## src/rtl/sqrt_square_check_if.sv

```systemverilog
// Request/result bundle between a sqrt producer and the square-check block.
// Carries the root/remainder pair in and the reconstructed value and flags out.
// No flow control beyond init/busy/done.
interface sqrt_square_check_if #(parameter int W = 8);
   logic           init;
   logic [W-1:0]   in_root;
   logic [W:0]     in_rem;
   logic           busy;
   logic           done;
   logic [2*W-1:0] out_sq;
   logic [2*W-1:0] out_a;
   logic           rem_err;
   logic           ovf;

   modport master (
      output init, in_root, in_rem,
      input  busy, done, out_sq, out_a, rem_err, ovf
   );

   modport slave (
      input  init, in_root, in_rem,
      output busy, done, out_sq, out_a, rem_err, ovf
   );
endinterface

```

## src/rtl/sqrt_square_check.sv

```systemverilog
// Rebuilds A = R*R + Q from a sqrt root/remainder pair with a shift-and-add squarer.
// Latency: done pulses W+2 falling edges after init is taken; back in IDLE after W+3.
// Backpressure: init is only sampled in IDLE; requests while busy are dropped.
module sqrt_square_check #(
   parameter int W = 8
) (
   input logic               clk,
   input logic               reset,
   sqrt_square_check_if.slave bus
);

   localparam int CW = (W > 1) ? $clog2(W) : 1;

   typedef enum logic [1:0] {IDLE, MUL, ADDREM, FIN} state_t;

   state_t         state_q, state_d;
   logic [W-1:0]   mplr_q, mplr_d;
   logic [W-1:0]   root_q, root_d;
   logic [2*W-1:0] mcand_q, mcand_d;
   logic [2*W-1:0] acc_q, acc_d;
   logic [W:0]     rem_q, rem_d;
   logic [CW-1:0]  cnt_q, cnt_d;
   logic [2*W-1:0] out_sq_q, out_sq_d;
   logic [2*W-1:0] out_a_q, out_a_d;
   logic           rem_err_q, rem_err_d;
   logic           ovf_q, ovf_d;
   logic           busy_q, busy_d;
   logic           done_q, done_d;
   logic [2*W:0]   sum;

   // One extra bit so the carry out of the remainder add becomes ovf.
   assign sum = {1'b0, acc_q} + {{W{1'b0}}, rem_q};

   // Next-state and datapath: W fixed squarer iterations, then add remainder, then report.
   always_comb begin
      state_d   = state_q;
      mplr_d    = mplr_q;
      root_d    = root_q;
      mcand_d   = mcand_q;
      acc_d     = acc_q;
      rem_d     = rem_q;
      cnt_d     = cnt_q;
      out_sq_d  = out_sq_q;
      out_a_d   = out_a_q;
      rem_err_d = rem_err_q;
      ovf_d     = ovf_q;
      busy_d    = busy_q;
      done_d    = 1'b0;
      case (state_q)
         IDLE: begin
            // busy stays up for the edge after FIN, then drops unless a new request lands.
            busy_d = bus.init;
            if (bus.init) begin
               mplr_d  = bus.in_root;
               root_d  = bus.in_root;
               mcand_d = {{W{1'b0}}, bus.in_root};
               rem_d   = bus.in_rem;
               acc_d   = '0;
               cnt_d   = '0;
               state_d = MUL;
            end
         end
         MUL: begin
            // No early exit on a zero multiplier: latency must not depend on data.
            if (mplr_q[0]) begin
               acc_d = acc_q + mcand_q;
            end
            mcand_d = mcand_q << 1;
            mplr_d  = mplr_q >> 1;
            cnt_d   = cnt_q + CW'(1);
            if (cnt_q == CW'(W - 1)) begin
               state_d = ADDREM;
            end
         end
         ADDREM: begin
            out_sq_d  = acc_q;
            out_a_d   = sum[2*W-1:0];
            ovf_d     = sum[2*W];
            rem_err_d = rem_q > {root_q, 1'b0};
            state_d   = FIN;
         end
         FIN: begin
            done_d  = 1'b1;
            state_d = IDLE;
         end
         default: begin
            state_d = IDLE;
         end
      endcase
   end

   // State and datapath registers, updated on the falling edge to line up with the sqrt unit.
   always_ff @(negedge clk or posedge reset) begin
      if (reset) begin
         state_q   <= IDLE;
         mplr_q    <= '0;
         root_q    <= '0;
         mcand_q   <= '0;
         acc_q     <= '0;
         rem_q     <= '0;
         cnt_q     <= '0;
         out_sq_q  <= '0;
         out_a_q   <= '0;
         rem_err_q <= 1'b0;
         ovf_q     <= 1'b0;
         busy_q    <= 1'b0;
         done_q    <= 1'b0;
      end else begin
         state_q   <= state_d;
         mplr_q    <= mplr_d;
         root_q    <= root_d;
         mcand_q   <= mcand_d;
         acc_q     <= acc_d;
         rem_q     <= rem_d;
         cnt_q     <= cnt_d;
         out_sq_q  <= out_sq_d;
         out_a_q   <= out_a_d;
         rem_err_q <= rem_err_d;
         ovf_q     <= ovf_d;
         busy_q    <= busy_d;
         done_q    <= done_d;
      end
   end

   assign bus.busy    = busy_q;
   assign bus.done    = done_q;
   assign bus.out_sq  = out_sq_q;
   assign bus.out_a   = out_a_q;
   assign bus.rem_err = rem_err_q;
   assign bus.ovf     = ovf_q;

endmodule

```

## src/flat_wrapper.sv

```systemverilog
// flat-port wrapper written by rule: the top's interface ports become plain ports
module sqrt_square_check_flat 
#(
   parameter int W = 8
)
  (clk, reset, bus_init, bus_in_root, bus_in_rem, bus_busy, bus_done, bus_out_sq, bus_out_a, bus_rem_err, bus_ovf);
  sqrt_square_check_if #(.W(W)) bus_i ();
  input logic clk;
  input logic reset;
  input wire logic [$bits(bus_i.init)-1:0] bus_init;
  input wire logic [$bits(bus_i.in_root)-1:0] bus_in_root;
  input wire logic [$bits(bus_i.in_rem)-1:0] bus_in_rem;
  output wire logic [$bits(bus_i.busy)-1:0] bus_busy;
  output wire logic [$bits(bus_i.done)-1:0] bus_done;
  output wire logic [$bits(bus_i.out_sq)-1:0] bus_out_sq;
  output wire logic [$bits(bus_i.out_a)-1:0] bus_out_a;
  output wire logic [$bits(bus_i.rem_err)-1:0] bus_rem_err;
  output wire logic [$bits(bus_i.ovf)-1:0] bus_ovf;
  assign bus_i.init = bus_init;
  assign bus_i.in_root = bus_in_root;
  assign bus_i.in_rem = bus_in_rem;
  assign bus_busy = bus_i.busy;
  assign bus_done = bus_i.done;
  assign bus_out_sq = bus_i.out_sq;
  assign bus_out_a = bus_i.out_a;
  assign bus_rem_err = bus_i.rem_err;
  assign bus_ovf = bus_i.ovf;
  sqrt_square_check #(.W(W)) u_core (.clk(clk), .reset(reset), .bus(bus_i));
endmodule
```

## config.mk

```make
export PLATFORM = sky130hd
export DESIGN_NAME = sqrt_square_check_flat
export DESIGN_NICKNAME = d
export VERILOG_FILES = /design/src/rtl/sqrt_square_check_if.sv /design/src/rtl/sqrt_square_check.sv /design/src/flat_wrapper.sv
export SDC_FILE = /design/constraint.sdc
export NUM_CORES = 1
export LEC_CHECK = 0
export ABC_CLOCK_PERIOD_IN_PS = 3300
export CORE_MARGIN = 3
export CORE_UTILIZATION = 64
export CTS_CLUSTER_DIAMETER = 80
export DETAILED_ROUTE_END_ITERATION = 16
export DONT_BUFFER_PORTS = 1
export GPL_TIMING_DRIVEN = 0
export PLACE_DENSITY = 0.76
export SLEW_MARGIN = 5
export SYNTH_ARGS = -nofsm -noshare
export SYNTH_HDL_FRONTEND = slang
export SYNTH_SLANG_ARGS = --single-unit
```

## constraint.sdc

```tcl
create_clock -name clk -period 3.3 [get_ports clk]
set_input_delay 0.165 -clock clk [delete_from_list [all_inputs] [get_ports clk]]
set_output_delay 0.165 -clock clk [all_outputs]
set_load 0.01 [all_outputs]
```

# After elaboration in Yosys (flattened, before gate mapping)
# Cells that the tools add are included.
[word_totals] register_bits=98 in_bits=20 out_inout_bits=36 word_cells=43
[op_classes] addsub=3 magnitude_cmp=1 n_eq_ne=7 muxes=13 n_reduce_logical=6
[op_table] operator="$pmux W16 S2" n=2
[op_table] operator="$mux W16" n=3
[op_table] operator="$add A16 B9 Y17" n=1
[op_table] operator="$add A16 B16 Y16" n=1
[op_table] operator="$pmux W8 S2" n=1
[op_table] operator="$gt A9 B9 Y1" n=1
[op_table] operator="$mux W8" n=1
[op_table] operator="$pmux W2 S4" n=1
[op_table] operator="$pmux W3 S2" n=1
[op_table] operator="$reduce_and A2 Y1" n=3
[op_table] operator="$eq A2 B2 Y1 const B" n=2
[op_table] operator="$mux W2" n=2
[op_table] operator="$ne A2 B1 Y1 const B" n=2
[op_table] operator="$add A3 B1 Y3 const B" n=1
[op_table] operator="$eq A3 B3 Y1 const B" n=1
[op_table] operator="$mux W3" n=1
[op_table] operator="$reduce_and A3 Y1" n=1
[op_table] operator="$eq A2 B1 Y1 const B" n=1
[op_table] operator="$logic_not A2 Y1" n=1
[op_table] operator="$ne A2 B2 Y1 const B" n=1
[op_table] operator="$reduce_bool A2 Y1" n=1
[op_table] operator="$mux W1" n=1

# Longest topological paths before layout
[depth] word_depth=3 mapped_depth=10 ltp_nobuf=10

==> flow_summary.json <==
{
  "path_common_cell": "sky130_fd_sc_hd__clkbuf_1",
  "ant_nets": 0,
  "max-vdd-ir-drop_uv": 548.8,
  "yosysSeqAreaShare": 0.4599,
  "clock_skew_ns": 0.005357,
  "ys_seq_elements": 98,
  "cell_with_the_most_instances_after_synthesis": "sky130_fd_sc_hd__dfrtn_1",
  "insertion_delay_ns": 0.35,
  "clk_path_buf_depth": 2,
  "worst_setup_path_start_kind": "input pin",
  "clkTransAtPathRegs_ns": 0.06,
  "hold_path_depth": 2,
  "core_region_area_um2": 7888,
  "startpoint_of_the_worst_register_to_register_path": "u_core.acc_q[0]",
  "post_synth_most_frequent_cells": "sky130_fd_sc_hd__dfrtn_1 (98), sky130_fd_sc_hd__o21ai_0 (47), sky130_fd_sc_hd__nand2_1 (46)",
  "start_util": 0.6761,
  "synth.distinct_cells": 54,
  "multi_input_gate_area_in_the_final_layout_um2": 2699,
  "buffer_ports.inserted": 0,
  "syn_avg_cell_area_um2": 10.33,
  "htree_levels": 3,
  "report.power.total_mw": 5.954,
  "grt_setup_unrepaired": "no",
  "dp_hpwl_mm": 8.870,
  "die_x_um": 97.28,
  "post_cts.resized_instances": 0,
  "totalWireLength_mm": 11.61,
  "cts_tree": "yes",
  "endpoint_of_the_worst_hold_timing_path": "u_core.mplr_q[5]",
  "netlist.top_cell.by_area": "sky130_fd_sc_hd__dfrtn_1",
  "place.gp.congestion": 0.9284,
  "arrival_ns": 1.69,
  "timing.reg2reg.worst_path_depth": 9,
  "ys.warnings.count": 0,
  "p_int_mw": 3.400,
  "worst-r2r-setup-slack_ns": 0.46,
  "total_leakage_power_nw": 2.666,
  "final-hold-violation-count": 0,
  "area_enclosed_by_the_die_boundary_um2": 9463,
  "finalSetupViolCount": 0,
  "slowest_stage": "sky130_fd_sc_hd__clkbuf_1",
  "critPathMaxStageDelay_ns": 0.48,
  "cts-root-buf": "sky130_fd_sc_hd__clkbuf_8",
  "finalMaxSlewViolations": 0,
  "power.sequential.fraction": 0.393,
  "cp_top_family": "buffers and inverters",
  "cts_hold_buffers": 0,
  "drc_violations_left": 0,
  "globalRouteTotalUtil": 0.2618,
  "layout-drive-gt1-share": 0.1273,
  "mappedNetlistNets": 576,
  "ys_flop_type": "sky130_fd_sc_hd__dfrtn_1",
  "final-seq-area_um2": 2452,
  "antenna_found_initial": 0,
  "maxSlewHeadroom": 0.5043,
  "status": "completed",
  "final_util": 0.7246,
  "switch_share": 0.4290,
  "die_height_um": 97.28,
  "async_reset_ff_frac": 1.000,
  "first_pass_grt_wire_length_mm": 19.83,
  "grt_pass1_vias": 3978,
  "tritoncts.num_buffers": 9,
  "vias": 3874,
  "cts_setup_buffers": 0,
  "placed_area_um2": 5504,
  "cp.buffers_inverters": 3,
  "placement_rows": 32,
  "timing.critical_path.cells": "clkbuf_1 -> nand2_1 -> clkbuf_1 -> buf_2 -> mux2_2",
  "netSwitchingPower_mw": 2.554,
  "number_of_filler_cells_placed_in_the_layout": 571,
  "timing_worst_slew_pin_value_ns": 0.7436,
  "biggest_area_contributors_in_the_synthesized_netlist": "sky130_fd_sc_hd__dfrtn_1 (46%), sky130_fd_sc_hd__ha_1 (8.9%), sky130_fd_sc_hd__mux2_2 (8.2%), sky130_fd_sc_hd__o21ai_0 (4.4%), sky130_fd_sc_hd__a21oi_1 (3.6%)",
  "routed_wire_length_per_instance_um": 18.26,
  "fin_area_um2": 5715,
  "worstPathMaxFanout": 10,
  "synthCells": 516,
  "finish.net_count": 589,
  "criticalPathCategory": "input pin to flop",
  "cp-end-kind": "flop",
  "fin_ws_ns": 0.1591,
  "number_of_enable_type_register_cells_in_the_synthesized_netlist": 0,
  "areaGrowthSynthToFinish_pct": 7.180,
  "fraction_of_post_synthesis_cell_area_in_the_top_cell_type_by_area": 0.4599,
  "n_antenna_cell": 0,
  "dpl_worst_slack_ns": -0.1897,
  "grt_start_max_net_pins": 42,
  "comb_power_share": 0.468,
  "via_per_inst": 6.091,
  "power-per-cell-area_nw_per_um2": 1042,
  "max-cap-violations": 0,
  "syn-cell-area_um2": 5333,
  "timing.rr.end": "u_core.bus.out_a[14]",
  "drtPass1Iterations": 4,
  "clock_power_share": 0.139,
  "num_io_pins": 56,
  "clkSinkCount": 98,
  "global_route.overflow_total": 0,
  "class_of_the_tightest_hold_or_removal_check": "flop to flop",
  "hp-start": "u_core.mplr_q[5]",
  "number_of_violations_reported_at_the_end_of_detailed_routing_iteration_0": 218,
  "critical_path_required_ns": 1.84
}
cell usage in the layout, fill, tap and decap left out, drive strengths merged, types with 10 or more instances in the layout:
cell type,instances
nor2,21
a22oi,10
clkbuf,27
nand2,47
a21oi,39
xor2,12
ha,38
dfrtn,98
mux2,40
xnor2,14
a21o,12
nor2b,11
nand3,10
o21ai,52
mux2i,11
inv,28
state kept, by name, indices dropped and copies added (netlist names):
signal and cells:
u_core.bus.ovf 1, u_core.bus.out_sq 16, u_core.mcand_q 16, u_core.bus.busy 1, u_core.state_q 2, u_core.bus.out_a 16
u_core.bus.rem_err 1, u_core.rem_q 9, u_core.cnt_q 3, u_core.mplr_q 8, u_core.acc_q 16, u_core.root_q 8
u_core.bus.done 1
cells by family after synthesis:
kind of cell,synth area share
compound gates,0.1661
buf+inv,0.03402
flops,0.4599
fa+ha+maj,0.09667
mux,0.1058
simple gates,0.09480
xor+xnor,0.04270
per-layer routing:
layer  GRT usage  share of wire  vias up  wire [um]
met5           0              0        -          0
met4      0.1022          0.024        0        274
met3     0.05097          0.042       25        484
met2      0.4299           0.48       82       5574
met1      0.3449           0.45     1899       5277
li1            -              -     1868          -
how the worst max path moves through the flow:
stage          startpoint                to  slack, ns  depth (start not counted)
2_1_floorplan    bus_init   u_core.rem_q[0]       0.16                          5
6_report         bus_init  u_core.root_q[1]       0.16                          5
3_5_place_dp     bus_init  u_core.root_q[6]      -0.19                          5
5_1_grt          bus_init  u_core.root_q[3]       0.05                          5
4_1_cts          bus_init  u_core.root_q[6]       0.15                          5
3_3_place_gp     bus_init  u_core.root_q[5]      -0.16                          5
power by group through the flow:
stage / clock [mW] / combinational [mW] / sequential (mW)
floorplan: 0 / 2.23 / 2.18
global placement: 0 / 2.65 / 2.33
CTS: 0.839 / 2.79 / 2.34
detailed placement: 0 / 2.77 / 2.36
finish: 0.825 / 2.79 / 2.34
global route: 0.891 / 3.17 / 2.42
final cells by class:
type                    instances  area share
multi-input cells             370      0.4722
flip-flops and latches         98      0.4291
clock buffers                  11     0.02649
well taps                     102     0.02233
inverters                      28     0.01905
plain buffers                  20     0.01335
clock inverters                 5     0.01051
repair buffers                  2    0.007005
metrics by stage:
step | TNS [ns] | instances | hold WS (ns)
floorplan | 0 | 516 | 0.4107
global placement | -2.337 | 618 | 0.4241
detailed placement | -1.303 | 620 | 0.4346
CTS | 0 | 636 | 0.4357
global route | 0 | 636 | 0.4502
finish | 0 | 636 | 0.4310
worst register-to-register path, cell delays in order (launching register included):
cell                       delay (ns)
sky130_fd_sc_hd__dfrtn_1         0.44
sky130_fd_sc_hd__ha_1            0.26
sky130_fd_sc_hd__fa_1            0.42
sky130_fd_sc_hd__a21o_1          0.22
sky130_fd_sc_hd__a211oi_1        0.38
sky130_fd_sc_hd__o21ai_1         0.17
sky130_fd_sc_hd__a21oi_1         0.36
sky130_fd_sc_hd__nor3_1          0.14
sky130_fd_sc_hd__xnor2_1         0.18
sky130_fd_sc_hd__a21oi_1         0.09
(Power assumes the default switching activity.)
